[config.mk]
export PLATFORM = sky130hd
export DESIGN_NAME = queue_slice_serializer_flat
export DESIGN_NICKNAME = d
export VERILOG_FILES = /design/src/rtl/queue_slice_serializer_if.sv /design/src/rtl/queue_slice_serializer.sv /design/src/flat_wrapper.sv
export SDC_FILE = /design/constraint.sdc
export NUM_CORES = 1
export LEC_CHECK = 0
export BUFFER_PORTS_ARGS = -buffer_cell sky130_fd_sc_hd__buf_2
export CORE_MARGIN = 3
export CORE_UTILIZATION = 45
export DETAILED_ROUTE_END_ITERATION = 10
export GPL_TIMING_DRIVEN = 0
export HOLD_SLACK_MARGIN = 0.12
export PLACE_DENSITY_LB_ADDON = 0.2
export RECOVER_POWER = 100
export REMOVE_ABC_BUFFERS = 1
export SYNTH_ARGS = -nofsm -noshare
export SYNTH_HDL_FRONTEND = slang
export SYNTH_SLANG_ARGS = --single-unit
[constraint.sdc]
create_clock -name clk -period 1.7 [get_ports clk]
set_clock_uncertainty 0.2 [all_clocks]
set_input_delay 0.085 -clock clk [delete_from_list [all_inputs] [get_ports clk]]
set_output_delay 0.085 -clock clk [all_outputs]
set_load 0.02 [all_outputs]
[src/rtl/queue_slice_serializer_if.sv]
// Handshake bundle for the slice serializer: wide word in from Queue, narrow slices out.
interface queue_slice_serializer_if #(
  parameter int BitWidth   = 32,
  parameter int SliceWidth = 8
);
  logic                  dInREQ;
  logic                  dInACK;
  logic [BitWidth-1:0]   dIN;
  logic                  dOutACK;
  logic                  dOutREQ;
  logic [SliceWidth-1:0] dOUT;
  logic                  dOutLast;
  logic                  Busy;

  modport master (
    output dInREQ, dOutACK, dOUT, dOutLast, Busy,
    input  dInACK, dIN, dOutREQ
  );

  modport slave (
    input  dInREQ, dOutACK, dOUT, dOutLast, Busy,
    output dInACK, dIN, dOutREQ
  );
endinterface

[src/rtl/queue_slice_serializer.sv]
// Width-down converter: pops one word from Queue and emits it LSB slice first,
// one slice per cycle, with no bubble between consecutive words.
module queue_slice_serializer #(
  parameter int BitWidth   = 32,
  parameter int SliceWidth = 8
) (
  input  logic                 clk,
  input  logic                 rst,
  queue_slice_serializer_if.master bus
);
  localparam int Ratio = BitWidth / SliceWidth;
  localparam int CntW  = (Ratio > 1) ? $clog2(Ratio) : 1;
  localparam logic [CntW-1:0] LastCnt = CntW'(Ratio - 1);

  typedef enum logic {EMPTY, SHIFT} state_t;

  state_t              state, stateNxt;
  logic [BitWidth-1:0] shreg, shregNxt;
  logic [CntW-1:0]     cnt, cntNxt;
  logic                atLast, inReq, outAck, inXfer, outXfer;

  always_ff @(posedge clk or negedge rst) begin
    if (!rst) begin
      state <= EMPTY;
      shreg <= '0;
      cnt   <= '0;
    end else begin
      state <= stateNxt;
      shreg <= shregNxt;
      cnt   <= cntNxt;
    end
  end

  assign atLast  = (cnt == LastCnt);
  // The dOutREQ -> dInREQ path lets the next word load on the last-slice edge.
  assign inReq   = rst && ((state == EMPTY) || ((state == SHIFT) && atLast && bus.dOutREQ));
  assign outAck  = (state == SHIFT);
  assign inXfer  = inReq && bus.dInACK;
  assign outXfer = outAck && bus.dOutREQ;

  always_comb begin
    stateNxt = state;
    shregNxt = shreg;
    cntNxt   = cnt;
    unique case (state)
      EMPTY: begin
        if (inXfer) begin
          shregNxt = bus.dIN;
          cntNxt   = '0;
          stateNxt = SHIFT;
        end
      end
      SHIFT: begin
        if (outXfer) begin
          if (!atLast) begin
            shregNxt = shreg >> SliceWidth;
            cntNxt   = cnt + CntW'(1);
          end else if (inXfer) begin
            shregNxt = bus.dIN;
            cntNxt   = '0;
          end else begin
            cntNxt   = '0;
            stateNxt = EMPTY;
          end
        end
      end
      default: stateNxt = EMPTY;
    endcase
  end

  assign bus.dInREQ   = inReq;
  assign bus.dOutACK  = outAck;
  assign bus.dOUT     = shreg[SliceWidth-1:0];
  assign bus.dOutLast = outAck && atLast;
  assign bus.Busy     = (state == SHIFT);
endmodule

[src/flat_wrapper.sv]
// flat-port wrapper written by rule: the top's interface ports become plain ports
module queue_slice_serializer_flat 
#(
  parameter int BitWidth   = 32,
  parameter int SliceWidth = 8
)
  (clk, rst, bus_dInREQ, bus_dOutACK, bus_dOUT, bus_dOutLast, bus_Busy, bus_dInACK, bus_dIN, bus_dOutREQ);
  queue_slice_serializer_if #(.BitWidth(BitWidth), .SliceWidth(SliceWidth)) bus_i ();
  input  logic clk;
  input  logic rst;
  output wire logic [$bits(bus_i.dInREQ)-1:0] bus_dInREQ;
  output wire logic [$bits(bus_i.dOutACK)-1:0] bus_dOutACK;
  output wire logic [$bits(bus_i.dOUT)-1:0] bus_dOUT;
  output wire logic [$bits(bus_i.dOutLast)-1:0] bus_dOutLast;
  output wire logic [$bits(bus_i.Busy)-1:0] bus_Busy;
  input wire logic [$bits(bus_i.dInACK)-1:0] bus_dInACK;
  input wire logic [$bits(bus_i.dIN)-1:0] bus_dIN;
  input wire logic [$bits(bus_i.dOutREQ)-1:0] bus_dOutREQ;
  assign bus_dInREQ = bus_i.dInREQ;
  assign bus_dOutACK = bus_i.dOutACK;
  assign bus_dOUT = bus_i.dOUT;
  assign bus_dOutLast = bus_i.dOutLast;
  assign bus_Busy = bus_i.Busy;
  assign bus_i.dInACK = bus_dInACK;
  assign bus_i.dIN = bus_dIN;
  assign bus_i.dOutREQ = bus_dOutREQ;
  queue_slice_serializer #(.BitWidth(BitWidth), .SliceWidth(SliceWidth)) u_core (.clk(clk), .rst(rst), .bus(bus_i));
endmodule
==> results.toml <==
[timing]
min_period_over_period_pct = 107
finalWorstSetupSlack_ns = -0.119
hold_ws_ns = -0.448
tightest_slew_ns = 0.631
tns_ns = -1.17
setup_viol = 13
max_freq_mhz = 550
finalHoldViolations = 35
slew_headroom_pct = 57.9
post-route-min-period_ns = 1.82
slew_viol_final = 0
grt_setup_unrepaired = "true"

[global_routing]
track_usage_pct = 20.1
grt_max_degree = 39
overflow = 0
grt_pass1_vias = 1728
antenna_found_initial = 0
grt_pass1_wl_mm = 8.00

[run]
max_cap_viol_count = 0

[setup_path]
end_kind = "register"
r2r-end = "u_core.shreg[22]"
cp-startpoint = "u_core.cnt[1]"
path_buf_inv = 1
crit_type = "reg -> reg"
critPathTopFamily = "multiplexers"
path_max_fanout = 7
critPathSlowestCell = "dfrtp_1"
rr_worst_depth = 5
cp_slowest_stage_delay_ns = 0.42
rrSetupSlack_ns = -0.12
crit_top_cell = "mux2_4"
worstReg2RegStart = "u_core.cnt[1]"
cp.required_ns = 1.67
path_cells = "ha_4, nand2b_4, buf_12, mux2_4, mux2_4"
worst_setup_path_start_kind = "register"
worstPathArrival_ns = 1.79

[place]
hpwl_mm = 2.91
gp_congestion = 0.749
dp.cells = 252
placement.io_buffers = 47
placed_area_um2 = 2110
post-place-ws_ns = -1.33

[logic_synthesis]
netlist_area_um2 = 1960
syn_inst = 177
synth.avg_cell_area_um2 = 11.0
yosysSeqAreaShare_pct = 44.8
synthDistinctLibCells = 24
yosysWarningCount = 0
ys_seq_elements = 35

[worst_hold_path]
hp-class = "in -> async"

[clock_network]
numCtsBuffers = 5
cts_buffer_depth = 2
cts_sinks = 35
hold_buffers = 33
clk_pin_slew_worst_paths_ns = 0.07
insertion_delay_ns = 0.29
cts_root_buf = "clkbuf_8"
htreeDepth = 2
tritoncts = "built"

[final_layout]
finalNonFillerCells = 313
drive_gt1_share_pct = 41.4
post-route-util_pct = 67.8
fin_area_um2 = 2770
antennaDiodeCount = 0
layout_common_cells = "buf_2, dfrtp_1, dlygate4sd3_1"
final_common_cell = "buf_2"
syn2layout_area_growth_pct = 41.7
final_nets = 299

[die]
ioPinCount = 48
dieArea_um2 = 5170
start_util_pct = 47.9
row_count = 23
dieWidth_um = 71.9
die_h_um = 71.9
core_um2 = 4090

[pwr]
p_leak_nw = 1.30
total_power_mw = 4.80
vdd_drop_max_mv = 0.787
powerDensity_nw_per_um2 = 1730

[routing]
drt-initial-drc-count = 174
wl_per_cell_um = 16.2
ant_nets = 0
vias_per_cell = 5.50
drtPass1Iterations = 4
drc_errors = 0
drt-total-wl_mm = 5.06
vias = 1722

[status]
status = "finished, violations left"
violations = "hold timing, setup timing"
-- flip-flops by register name (all words and copies together) (netlist names) --
register and count:
u_core.cnt 2, u_core.shreg 32, u_core.bus.Busy 1
-- kinds of logic after synthesis --
group | Yosys count | share of synthesized area, %
DFF | 35 | 44.8
and+or+nand+nor | 48 | 10.9
adders and majority gates | 1 | 0.640
buffers and inverters | 23 | 7.29
muxes | 26 | 18.7
AOI/OAI and AO/OA | 44 | 17.7
-- worst register-to-register path, delay by kind of cell (launching register included) --
| kind | cells | cell delay [ns] |
|---|---|---|
| muxes | 2 | 0.55 |
| DFF | 1 | 0.42 |
| adders and majority gates | 1 | 0.20 |
| and+or+nand+nor | 1 | 0.19 |
| buffers and inverters | 1 | 0.15 |
-- worst max-delay path by stage --
stage / endpoint / cells after the start / slack [ns]
finish: u_core.shreg[22] / 5 / -0.12
global route: u_core.shreg[6] / 5 / -0.14
CTS: u_core.shreg[13] / 5 / -0.10
detailed placement: u_core.shreg[5] / 4 / -1.33
global placement: u_core.shreg[5] / 4 / -1.22
floorplan: u_core.shreg[2] / 3 / -0.83
-- per-layer routing --
metal  track usage (%)  share of wire, %  up-vias
met5                 0                 0        -
met4              6.47               1.3        0
met3              5.82               6.7        8
met2              34.4                50       64
met1              24.3                42      839
li1                  -                 -      811
-- Yosys cell counts, drive strengths merged --
cell | count | area share (%)
dfrtp | 35 | 45
nand2 | 29 | 5.6
mux2 | 25 | 18
buf | 16 | 5.9
o22ai | 13 | 4.2
a32oi | 12 | 5.4
nor2 | 9 | 1.7
o21ai | 9 | 2.3
o221a | 8 | 4.6
clkbuf | 6 | 1.2
nand2b | 6 | 2.3
and2 | 3 | 0.96
a2bb2oi | 1 | 0.77
a31o | 1 | 0.45
ha | 1 | 0.64
inv | 1 | 0.19
mux2i | 1 | 0.51
nor2b | 1 | 0.32
-- area by class of cell --
cell class	count	area (um^2)
Fill cell	295	1320
Multi-Input combinational cell	120	1010
Sequential cell	35	880
Timing Repair Buffer	99	737
Clock buffer	7	76.3
Tap cell	50	62.6
Clock inverter	1	5.00
Inverter	1	3.75
-- power by group --
group / internal [mW] / switching [mW] / total (mW)
Clock: 0.287 / 0.291 / 0.578
Combinational: 1.56 / 1.10 / 2.67
Sequential: 1.22 / 0.336 / 1.55
-- repair_timing --
item / CTS / global route
hold endpoints to repair: 68 / 35
gates resized for setup: 14 / 6
pin swaps: 2 / 3
setup endpoints to repair: 39 / 22
cloned: 1 / 0
setup buffers: 11 / 8
Power figures use the tool's default switching activity.
